$ cat src/rtl/serial_adder_pkg.sv
// Shared types and constants for the nibble-serial add/subtract scheduler.
// The datapath is built around a fixed 4-bit adder slice.
package serial_adder_pkg;

    typedef enum logic [1:0] {
        IDLE = 2'd0,
        RUN  = 2'd1,
        DONE = 2'd2
    } state_t;

    localparam int NIBBLE = 4;

    // Operand width must split evenly into whole slices.
    function automatic bit width_ok(input int width);
        return (width >= NIBBLE) && ((width % NIBBLE) == 0);
    endfunction

endpackage

$ cat src/rtl/nibble_adder_4b.sv
// Purely combinational 4-bit ripple-carry adder slice.
// This is the only arithmetic in the scheduler.
module nibble_adder_4b (
    input  logic [3:0] a,
    input  logic [3:0] b,
    input  logic       c_in,
    output logic [3:0] sum,
    output logic       c_out
);

    always_comb begin
        logic c;
        c     = c_in;
        sum   = '0;
        for (int i = 0; i < 4; i++) begin
            sum[i] = a[i] ^ b[i] ^ c;
            c      = (a[i] & b[i]) | (c & (a[i] ^ b[i]));
        end
        c_out = c;
    end

endmodule

$ cat src/rtl/serial_adder_scheduler.sv
// Round-robin scheduler sharing one 4-bit adder slice between two requesters,
// computing WIDTH-bit add/subtract nibble-serially, LSB first.
module serial_adder_scheduler
    import serial_adder_pkg::*;
#(
    parameter int WIDTH = 16
) (
    input  logic             clk,
    input  logic             rst_n,
    input  logic             req0_valid,
    output logic             req0_ready,
    input  logic [WIDTH-1:0] req0_a,
    input  logic [WIDTH-1:0] req0_b,
    input  logic             req0_sub,
    input  logic             req1_valid,
    output logic             req1_ready,
    input  logic [WIDTH-1:0] req1_a,
    input  logic [WIDTH-1:0] req1_b,
    input  logic             req1_sub,
    output logic             rsp_valid,
    input  logic             rsp_ready,
    output logic             rsp_id,
    output logic [WIDTH-1:0] rsp_sum,
    output logic             rsp_cout,
    output logic             rsp_ovf
);

    localparam int NIB = WIDTH / NIBBLE;
    localparam int CW  = (NIB > 1) ? $clog2(NIB) : 1;
    localparam logic [CW-1:0] LAST = CW'(NIB - 1);

    if (!width_ok(WIDTH)) begin : g_bad_width
        $error("serial_adder_scheduler: WIDTH must be a positive multiple of 4");
    end

    state_t state_reg, state_next;

    logic                         ptr_reg;
    logic                         grant;
    logic                         grant_valid;
    logic                         accept;
    logic [NIB-1:0][NIBBLE-1:0]   a_reg;
    logic [NIB-1:0][NIBBLE-1:0]   b_reg;
    logic [NIB-1:0][NIBBLE-1:0]   sum_reg;
    logic                         carry_reg;
    logic                         id_reg;
    logic                         cout_reg;
    logic                         ovf_reg;
    logic                         valid_reg;
    logic [CW-1:0]                cnt_reg;

    logic [WIDTH-1:0]             sel_a;
    logic [WIDTH-1:0]             sel_b;
    logic                         sel_sub;
    logic [NIBBLE-1:0]            slice_sum;
    logic                         slice_cout;

    // Pointer owner wins when valid; otherwise the other requester may go.
    always_comb begin
        grant       = ptr_reg;
        grant_valid = 1'b0;
        if (ptr_reg ? req1_valid : req0_valid) begin
            grant       = ptr_reg;
            grant_valid = 1'b1;
        end else if (ptr_reg ? req0_valid : req1_valid) begin
            grant       = ~ptr_reg;
            grant_valid = 1'b1;
        end
    end

    assign accept  = (state_reg == IDLE) && grant_valid;
    assign sel_a   = grant ? req1_a   : req0_a;
    assign sel_b   = grant ? req1_b   : req0_b;
    assign sel_sub = grant ? req1_sub : req0_sub;

    nibble_adder_4b u_slice (
        .a     (a_reg[cnt_reg]),
        .b     (b_reg[cnt_reg]),
        .c_in  (carry_reg),
        .sum   (slice_sum),
        .c_out (slice_cout)
    );

    always_ff @(posedge clk) begin
        if (!rst_n) begin
            state_reg <= IDLE;
        end else begin
            state_reg <= state_next;
        end
    end

    always_comb begin
        state_next = state_reg;
        case (state_reg)
            IDLE:    if (accept) state_next = RUN;
            RUN:     if (cnt_reg == LAST) state_next = DONE;
            DONE:    if (rsp_ready) state_next = IDLE;
            default: state_next = IDLE;
        endcase
    end

    always_comb begin
        req0_ready = accept && !grant;
        req1_ready = accept && grant;
    end

    always_ff @(posedge clk) begin
        if (!rst_n) begin
            ptr_reg   <= 1'b0;
            a_reg     <= '0;
            b_reg     <= '0;
            sum_reg   <= '0;
            carry_reg <= 1'b0;
            id_reg    <= 1'b0;
            cout_reg  <= 1'b0;
            ovf_reg   <= 1'b0;
            valid_reg <= 1'b0;
            cnt_reg   <= '0;
        end else begin
            case (state_reg)
                IDLE: begin
                    if (accept) begin
                        // Subtract is A + ~B + 1: invert B, seed the carry.
                        a_reg     <= sel_a;
                        b_reg     <= sel_sub ? ~sel_b : sel_b;
                        carry_reg <= sel_sub;
                        id_reg    <= grant;
                        cnt_reg   <= '0;
                    end
                end
                RUN: begin
                    sum_reg[cnt_reg] <= slice_sum;
                    carry_reg        <= slice_cout;
                    cnt_reg          <= cnt_reg + 1'b1;
                    if (cnt_reg == LAST) begin
                        cout_reg  <= slice_cout;
                        ovf_reg   <= (a_reg[NIB-1][NIBBLE-1] == b_reg[NIB-1][NIBBLE-1]) &&
                                     (slice_sum[NIBBLE-1] != a_reg[NIB-1][NIBBLE-1]);
                        valid_reg <= 1'b1;
                    end
                end
                DONE: begin
                    if (rsp_ready) begin
                        valid_reg <= 1'b0;
                        ptr_reg   <= ~id_reg;
                    end
                end
                default: ;
            endcase
        end
    end

    assign rsp_valid = valid_reg;
    assign rsp_id    = id_reg;
    assign rsp_sum   = sum_reg;
    assign rsp_cout  = cout_reg;
    assign rsp_ovf   = ovf_reg;

endmodule
$ cat config.mk
export PLATFORM = sky130hd
export DESIGN_NAME = serial_adder_scheduler
export DESIGN_NICKNAME = d
export VERILOG_FILES = /design/src/rtl/serial_adder_pkg.sv /design/src/rtl/nibble_adder_4b.sv /design/src/rtl/serial_adder_scheduler.sv
export SDC_FILE = /design/constraint.sdc
export NUM_CORES = 1
export LEC_CHECK = 0
export ABC_CLOCK_PERIOD_IN_PS = 7100
export CORE_ASPECT_RATIO = 0.8
export CORE_MARGIN = 2
export CORE_UTILIZATION = 50
export DETAILED_ROUTE_END_ITERATION = 16
export PLACE_DENSITY = 0.89
export SYNTH_ARGS = -nofsm -noshare
export SYNTH_HDL_FRONTEND = slang
export SYNTH_SLANG_ARGS = --single-unit
$ cat constraint.sdc
create_clock -name clk -period 7.1 [get_ports clk]
set_input_delay 1.42 -clock clk [delete_from_list [all_inputs] [get_ports clk]]
set_output_delay 1.42 -clock clk [all_outputs]
set_load 0.1 [all_outputs]
==> metrics.cfg, run 1 <==
[sta]
finalCriticalPeriod_ps = 5310
finalSetupViolCount = 0
rsz0062_at_grt = false
final.period_utilization_pct = 74.8
tightest_slew_ps = 983
max_freq_ghz = 0.188
slew_headroom_pct = 34.2
slew_viol_final = 0
timing_hold_violations_final = 0
skew_ps = 6.66
timing.setup.tns_ps = 0

[power]
cellLeakagePower_nw = 1.71
reported_net_switching_power_w = 0.000259
power_frac_comb_pct = 27.0
power_switching_share_pct = 30.2
cellInternalPower_w = 0.000598
share_clk_of_total_power_pct = 29.6
power.density_mw_per_mm2 = 214
power.ir.vdd_worst_mv = 0.0898
design_power_total_w = 0.000856
sequentialPowerShare_pct = 43.4

[worst_setup_path]
worstPathArrival_ps = 3890
crit_path_max_fanout = 68
worstSetupStartpointType = primary input
crit_required_ps = 5680
worstSetupPathType = in -> out
setup.worst_path.end_class = primary output

[place]
port_buffers = 92
rd_place_congestion = 0.769
placed_area_mm2 = 0.00385
dpl.hpwl_um = 4700

[clock_tree]
holdBufCountCts = 0
tritoncts = built
cts.sink_count = 58
worst_setup_hold_path_clk_slew_ps = 50
cts_setup_buffers = 0
cts_resized = 0
cts_root_buf = clkbuf_8
clock_insertion_delay_worst_skew_ps = 330
htreeDepth = 3
cts_inserted_buffers = 9
cts_max_path_buffers = 2

[min_path]
holdCritPathClass = reg -> reg

[synth]
synth_largest_area_cell = dfxtp_1
yosys_warnings = 0
synth-seq-cells = 58
post_synth_main_area_contributors = dfxtp_1, mux2i_1, o21ai_0
ys.flop_type = dfxtp_1
synth_common_cells = dfxtp_1, mux2i_1, o21ai_0, a21oi_1, clkbuf_1
synthDominantCellAreaShare_pct = 39.7
ys_seq_area_share_pct = 39.7
postSynthCellCount = 297
async_reset_ff_share_pct = 0
number_of_synthesized_flops_with_an_enable_pin = 0
yosys.cell_types.count = 28
yosys.cell_count.top_type = dfxtp_1
netlist_area_mm2 = 0.00293
synth_fp_nets = 376
synthesis.area_per_instance_um2 = 9.85

[detailed_routing]
route.layer.met1.wl_um = 2720
postRouteAntennaNets = 0
top_layer_used = met4
viasPerCell = 5.32
drc = 0
met3RoutedLength_um = 487
finalWirelength_um = 6530
via_count = 2443
wl_met2_um = 3200
drt_iter0_drc = 130
detail_route.wl_per_cell_um = 14.2
detail_route.first_pass.iterations = 4

[global_routing]
grt_util_all_layers_pct = 22.0
grt_remaining_overflow = 0
grt_pass1_vias = 2343
grt_start_max_net_pins = 69
global_route_wire_length_before_repair_um = 10800
grt_antenna_before_repair = 0

[finish]
synthToLayoutAreaGrowth_pct = 37.0
final_layout_size_suffix_gt1_share_pct = 6.56
n_antenna_cell = 0
ff_latch_area_mm2 = 0.00116
postLayoutCellArea_mm2 = 0.00401
multi_input_area_mm2 = 0.00160
finalNetCount = 458
fin_util_pct = 72.2
fill_cells = 408

[die]
design.die.area_mm2 = 0.00648
floorplan.die.width_um = 89.5
start_util_pct = 52.7
core-area_mm2 = 0.00556
number_of_cell_rows = 24
die_height_um = 72.4
boundaryPins = 93

[flow_run]
cap_violations = 0

[outcome]
result_of_the_run = completed

cell type report:
type,instances,area share (%)
inverters,12,1.12
clock buffers,13,3.96
well taps,78,2.43
flip-flops and latches,58,29.0
repair buffers,95,23.5
multi-input cells,203,40.0
power by group through the flow:
stage	Combinational [W]	Clock (W)	Sequential, W
final	0.000231	0.000253	0.000372
after global routing	0.000250	0.000276	0.000375
after CTS	0.000233	0.000259	0.000371
after detailed placement	0.000231	0	0.000378
after global placement	0.000227	0	0.000377
after floorplan	0.000123	0	0.000408
per-layer routing:
layer  global-route usage (%)  vias up
met5                        0        -
met1                     26.2     1137
li1                         -     1200
met3                     8.08       14
met2                     36.0       92
met4                     8.46        0
worst max-delay path, cell delays in order:
cell and delay, ps:
clkdlybuf4s50_1 500, o21a_2 140, buf_4 440, and2_1 230, clkdlybuf4s50_1 1140
final timing paths:
path	from	to	slack, ps	cells past startpoint
max	req1_valid	req0_ready	1790	5
min	rsp_sum[15]$_SDFFE_PN0P_	rsp_sum[15]$_SDFFE_PN0P_	490	1
max reg2reg	cnt_reg[0]$_SDFFE_PN0P_	rsp_ovf$_SDFFE_PN0P_	3440	11
min reg2reg	rsp_sum[15]$_SDFFE_PN0P_	rsp_sum[15]$_SDFFE_PN0P_	490	1
layout by cell type, fill, tap and decap left out:
cell type | Yosys | final
o21ai_0 | 36 | 36
nand2_1 | 11 | 11
o21a_2 | 0 | 1
maj3_2 | 1 | 1
nand2b_1 | 1 | 1
xnor2_1 | 16 | 16
clkbuf_1 | 18 | 2
and2_1 | 6 | 6
clkbuf_8 | 0 | 11
mux4_2 | 8 | 8
nor2_1 | 8 | 8
o21a_1 | 3 | 2
dfxtp_1 | 58 | 58
nand3_1 | 3 | 3
nor3b_1 | 1 | 1
clkdlybuf4s50_1 | 0 | 92
o211a_1 | 11 | 11
buf_4 | 0 | 3
or3_1 | 1 | 1
fa_1 | 4 | 4
mux2i_1 | 40 | 40
ha_1 | 4 | 4
mux2i_4 | 1 | 1
inv_1 | 12 | 12
nor2b_1 | 11 | 11
o2bb2ai_1 | 1 | 1
a21oi_1 | 35 | 35
a21boi_0 | 1 | 1
kinds of logic (layout without fill, tap and decap cells):
group | after synthesis | in the layout | share of synthesized area, %
muxes | 49 | 49 | 20.6
buffers and inverters | 36 | 120 | 5.56
AOI/OAI and AO/OA | 87 | 87 | 17.2
xor gates and xnor gates | 16 | 16 | 4.79
and+or+nand+nor | 42 | 42 | 7.27
DFF | 58 | 58 | 39.7
adders and majority gates | 9 | 9 | 4.83
per-stage QoR:
stage | instances | worst slack, ps | hold WS, ps
global route | 459 | 1690 | 509
finish | 459 | 1790 | 495
CTS | 459 | 1800 | 501
global placement | 446 | 1830 | 482
floorplan | 297 | 2120 | 472
detailed placement | 446 | 1800 | 488
No activity file was read; power rests on OpenSTA's default activity.
==> run 2: changes to the inputs <==
- ABC_CLOCK_PERIOD_IN_PS: 7100 -> 4700
- CORE_UTILIZATION: 50 -> 42
- PLACE_DENSITY: 0.89 -> 0.8
- clock period: 7.1 -> 4.7 ns (I/O delays scaled with it)
==> metrics.cfg, run 2 (synthesized netlist as in run 1, its figures left out) <==
[outcome]
result_of_the_run = completed

[worst_setup_path]
critical_path.most_common_cell = fa_1
crit_required_ps = 4980  ; -700 ps
crit_family = adder cells
slowest_delay_ps = 760  ; -380 ps
worstSetupStartpointType = flop
worstPathBufferInverterCount = 3  ; unchanged
worstPathArrival_ps = 3880  ; about the same
worstSetupPathType = reg -> reg
cp.depth = 11  ; +6
worstPathCellList = mux4_2, fa_1, inv_1, fa_1, inv_1, fa_1, inv_1, fa_1, or3_1, nand3_1, o211a_1
slowest_stage = dfxtp_1
setup.worst_path.end_class = flop
crit_path_max_fanout = 13  ; -81%
worstRegToRegCells = 11  ; unchanged

[detailed_routing]
finalWirelength_um = 6700  ; +2.7%
detail_route.first_pass.iterations = 4  ; unchanged
via_count = 2446  ; +0.12%
viasPerCell = 5.20  ; -2.2%
detail_route.wl_per_cell_um = 14.3  ; +0.32%
drt_iter0_drc = 66  ; -49%
postRouteAntennaNets = 0  ; unchanged
drc = 0  ; unchanged

[finish]
finalNetCount = 458  ; unchanged
ff_latch_area_mm2 = 0.00116  ; unchanged
fill_cells = 572  ; +40%
final_layout_size_suffix_gt1_share_pct = 8.09  ; +1.5 points
multi_input_area_mm2 = 0.00160  ; unchanged
synthToLayoutAreaGrowth_pct = 38.7
postLayoutCellArea_mm2 = 0.00406  ; +1.2%
n_antenna_cell = 0  ; unchanged
most-common-layout-cells = clkdlybuf4s50_1, dfxtp_1, mux2i_1
final_common_cell = clkdlybuf4s50_1
fin_cells = 470  ; +2.4%

[global_routing]
grt_pass1_vias = 2412  ; +2.9%
grt_antenna_before_repair = 0  ; unchanged
global_route_wire_length_before_repair_um = 11100  ; +3.3%
grt_util_all_layers_pct = 18.2  ; -3.8 points
grt_remaining_overflow = 0  ; unchanged
grt_start_max_net_pins = 68  ; -1.4%

[sta]
rsz0062_at_grt = false
finalCriticalPeriod_ps = 3600
final.period_utilization_pct = 76.5
max_freq_ghz = 0.278
slew_viol_final = 0  ; unchanged
finalSetupViolCount = 0  ; unchanged
tightest_slew_ps = 983  ; +0.0431 ps
timing_hold_violations_final = 0  ; unchanged
slew_headroom_pct = 34.2  ; about the same
skew_ps = 5.12  ; -1.54 ps
timing.setup.tns_ps = 0  ; unchanged

[die]
core-area_mm2 = 0.00682  ; +23%
floorplan.die.width_um = 97.3  ; +8.7%
die_height_um = 78.6  ; +8.6%
boundaryPins = 93  ; unchanged
start_util_pct = 42.9  ; -9.8 points
number_of_cell_rows = 27  ; +13%
design.die.area_mm2 = 0.00765  ; +18%

[clock_tree]
cts.sink_count = 58  ; unchanged
cts_setup_buffers = 0  ; unchanged
tritoncts = built
cts_resized = 0  ; unchanged
cts_root_buf = clkbuf_8
holdBufCountCts = 0  ; unchanged
clock_insertion_delay_worst_skew_ps = 340  ; about the same
worst_setup_hold_path_clk_slew_ps = 60  ; about the same
cts_max_path_buffers = 2  ; unchanged
htreeDepth = 3  ; unchanged
cts_inserted_buffers = 9  ; unchanged

[power]
power.ir.vdd_worst_mv = 0.126  ; +41%
design_power_total_w = 0.00134  ; +57%
power.density_mw_per_mm2 = 331  ; +55%
cellLeakagePower_nw = 1.74  ; +1.6%

[min_path]
holdCritPathClass = reg -> reg
hold_depth = 1  ; unchanged

[place]
placed_area_mm2 = 0.00387  ; +0.49%
rd_place_congestion = 0.755  ; -1.8%
dp_cells = 455  ; +2.0%
dpl.hpwl_um = 4760  ; +1.3%
port_buffers = 92  ; unchanged

[flow_run]
cap_violations = 0  ; unchanged

[run 2: changes by cell type in the layout (fill, tap and decap cells not counted), sizes merged]
cell           previous run  this run
buf                       3         5
clkdlybuf4s50            92        90
clkinv                    0         2
[run 2: per-layer routing]
layer	vias to the layer above	routed length, µm	GRT usage (%)
li1	1198	-	-
met1	1157	3010	22.7
met2	87	3190	30.5
met3	4	448	5.97
met4	0	56	5.14
met5	-	0	0
[run 2: worst paths after layout]
check	start	to	slack, ps
hold reg to reg	rsp_sum[5]$_SDFFE_PN0P_	rsp_sum[5]$_SDFFE_PN0P_	500
setup / recovery	cnt_reg[0]$_SDFFE_PN0P_	rsp_ovf$_SDFFE_PN0P_	1100
hold / removal	rsp_sum[5]$_SDFFE_PN0P_	rsp_sum[5]$_SDFFE_PN0P_	500
setup reg to reg	cnt_reg[0]$_SDFFE_PN0P_	rsp_ovf$_SDFFE_PN0P_	1100
[run 2: stage by stage]
| step | util [%] | hold slack [ps] | setup slack, ps |
|---|---|---|---|
| after floorplan | - | 472 | 676 |
| after detailed placement | 56.7 | 486 | 1140 |
| final | 59.5 | 496 | 1100 |
| after global routing | 59.5 | 528 | 877 |
| after CTS | 59.5 | 500 | 1100 |
| after global placement | 56.7 | 482 | 1190 |
[run 2: report_power, final]
group | internal, W | leakage [nW] | switching (W) | total (W)
Sequential | 0.000534 | 0.477 | 0.0000281 | 0.000562
Clock | 0.000244 | 0.101 | 0.000184 | 0.000428
Combinational | 0.000160 | 1.16 | 0.000192 | 0.000352
Total | 0.000937 | 1.74 | 0.000404 | 0.00134
[run 2: area by class of cell]
| class | count | area share (%) |
|---|---|---|
| Sequential cell | 58 | 28.6 |
| Tap cell | 87 | 2.68 |
| Inverter | 12 | 1.11 |
| Clock inverter | 2 | 0.247 |
| Clock buffer | 13 | 4.41 |
| Multi-Input combinational cell | 203 | 39.5 |
| Timing Repair Buffer | 95 | 23.4 |
==> run 3: changes to the inputs <==
- ABC_CLOCK_PERIOD_IN_PS: 4700 -> 3800
- CORE_UTILIZATION: 42 -> 46
- PLACE_DENSITY: 0.8 -> 0.83
- clock period: 4.7 -> 3.8 ns (I/O delays scaled with it)
==> metrics.cfg, run 3 (synthesized netlist as in run 1, its figures left out) <==
[outcome]
result_of_the_run = completed

[worst_setup_path]
worstPathArrival_ps = 3600  ; -280 ps
worstSetupStartpointType = flop
critical_path.most_common_cell = fa_1
crit_path_max_fanout = 6  ; -7
crit_required_ps = 4080  ; -900 ps
slowest_stage = mux4_2
crit_start = cnt_reg[0]$_SDFFE_PN0P_
worstPathCellList = mux4_2, fa_1, inv_1, fa_1, inv_1, fa_1, inv_1, fa_1, or3_1, nand3_1, o211a_1
worstReg2RegStart = cnt_reg[0]$_SDFFE_PN0P_
setup.worst_path.end_class = flop
slowest_delay_ps = 570  ; -190 ps
worstSetupPathType = reg -> reg

[flow_run]
cap_violations = 0  ; unchanged

[sta]
final.period_utilization_pct = 87.2  ; +11 points
tightest_slew_ps = 988  ; +4.54 ps
timing.setup.tns_ps = 0  ; unchanged
slew_viol_final = 0  ; unchanged
finalCriticalPeriod_ps = 3310  ; -283 ps
slew_headroom_pct = 33.9  ; -0.30 points
finalSetupViolCount = 0  ; unchanged
post-route-worst-setup-slack_ps = 486  ; -617 ps
timing_hold_violations_final = 0  ; unchanged
skew_ps = 4.91  ; -0.218 ps
rsz0062_at_grt = false
max_freq_ghz = 0.302  ; +8.5%

[finish]
final_layout_size_suffix_gt1_share_pct = 8.81  ; +0.71 points
synthToLayoutAreaGrowth_pct = 38.8  ; about the same
finalNetCount = 462  ; +0.87%
postLayoutCellArea_mm2 = 0.00406  ; about the same
fin_util_pct = 67.3  ; +7.8 points
most-common-layout-cells = clkdlybuf4s50_1, dfxtp_1, mux2i_1
final_common_cell = clkdlybuf4s50_1
n_antenna_cell = 0  ; unchanged

[detailed_routing]
drt_iter0_drc = 67  ; +1.5%
finalWirelength_um = 6560  ; -2.2%
drc = 0  ; unchanged
wl_met2_um = 3040  ; -4.8%
via_count = 2414  ; -1.3%
detail_route.first_pass.iterations = 4  ; unchanged
viasPerCell = 5.17  ; -0.67%
route.layer.met1.wl_um = 3000  ; -0.37%
postRouteAntennaNets = 0  ; unchanged
top_layer_used = met4
detail_route.wl_per_cell_um = 14.0  ; -1.6%
met3RoutedLength_um = 420  ; -6.3%

[place]
dpl.hpwl_um = 4760  ; about the same
placed_area_mm2 = 0.00390  ; +0.91%
rd_place_congestion = 0.780  ; +3.4%
port_buffers = 92  ; unchanged
dpl_worst_slack_ps = 499  ; -636 ps

[die]
boundaryPins = 93  ; unchanged
design.die.area_mm2 = 0.00702  ; -8.3%
core-area_mm2 = 0.00604  ; -12%
number_of_cell_rows = 25  ; -7.4%
floorplan.die.width_um = 93.2  ; -4.3%
start_util_pct = 48.5  ; +5.6 points
die_height_um = 75.3  ; -4.2%

[min_path]
holdCritStartpoint = rsp_sum[1]$_SDFFE_PN0P_
holdCritPathClass = reg -> reg

[power]
power.ir.vdd_worst_mv = 0.150  ; +19%
power.density_mw_per_mm2 = 396  ; +20%
cellLeakagePower_nw = 1.75  ; +0.56%
design_power_total_w = 0.00161  ; +20%

[clock_tree]
cts_setup_buffers = 0  ; unchanged
cts_max_path_buffers = 2  ; unchanged
tritoncts = built
holdBufCountCts = 0  ; unchanged
clock_insertion_delay_worst_skew_ps = 340  ; about the same
cts_resized = 0  ; unchanged
cts_root_buf = clkbuf_8
htreeDepth = 3  ; unchanged
worst_setup_hold_path_clk_slew_ps = 60  ; about the same
cts_inserted_buffers = 9  ; unchanged
cts.sink_count = 58  ; unchanged

[global_routing]
grt_remaining_overflow = 0  ; unchanged
global_route_wire_length_before_repair_um = 10600  ; -4.8%
grt_util_all_layers_pct = 19.6  ; +1.4 points
grt_antenna_before_repair = 0  ; unchanged
grt_start_max_net_pins = 68  ; unchanged
grt_pass1_vias = 2368  ; -1.8%

run 3: cell types whose count changed in the layout (fill, tap and decap cells not counted):
cell | before | now
buf_4 | 4 | 7
clkinv_2 | 2 | 4
buf_12 | 1 | 2
clkbuf_8 | 13 | 10
run 3: cell type report:
| type | count | area, µm² |
|---|---|---|
| Fill cell | 485 | 1980 |
| Multi-Input combinational cell | 203 | 1600 |
| Sequential cell | 58 | 1160 |
| Timing Repair Buffer | 99 | 993 |
| Clock buffer | 10 | 138 |
| Tap cell | 81 | 101 |
| Inverter | 12 | 45.0 |
| Clock inverter | 4 | 20.0 |
run 3: report_power, final:
part	switching [W]	leakage [nW]	internal [W]
combinational	0.000240	1.18	0.000201
sequential	0.0000319	0.477	0.000660
clock	0.000234	0.0875	0.000242
run 3: stage by stage:
stage	cells	hold slack [ps]
floorplan	297	472
global placement	453	483
detailed placement	453	492
CTS	467	504
global route	467	517
finish	467	497
run 3: layer usage:
layer / vias up / track usage (%)
met1: 1113 / 24.1
met4: 0 / 7.03
met2: 77 / 33.6
met3: 11 / 5.84
met5: - / 0
li1: 1213 / -
run 3: worst paths after layout:
kind,end,slack [ps],depth (start not counted)
min reg2reg,rsp_sum[1]$_SDFFE_PN0P_,500,1
max reg2reg,rsp_ovf$_SDFFE_PN0P_,490,11
max,rsp_ovf$_SDFFE_PN0P_,490,11
min,rsp_sum[1]$_SDFFE_PN0P_,500,1
run 3: critical path, delay by kind of cell, from the launching register on:
family,cells,cell delay [ps]
compound gates,1,150
fa+ha+maj,4,1400
buf+inv,3,190
flops,1,520
mux,1,570
simple gates,2,430
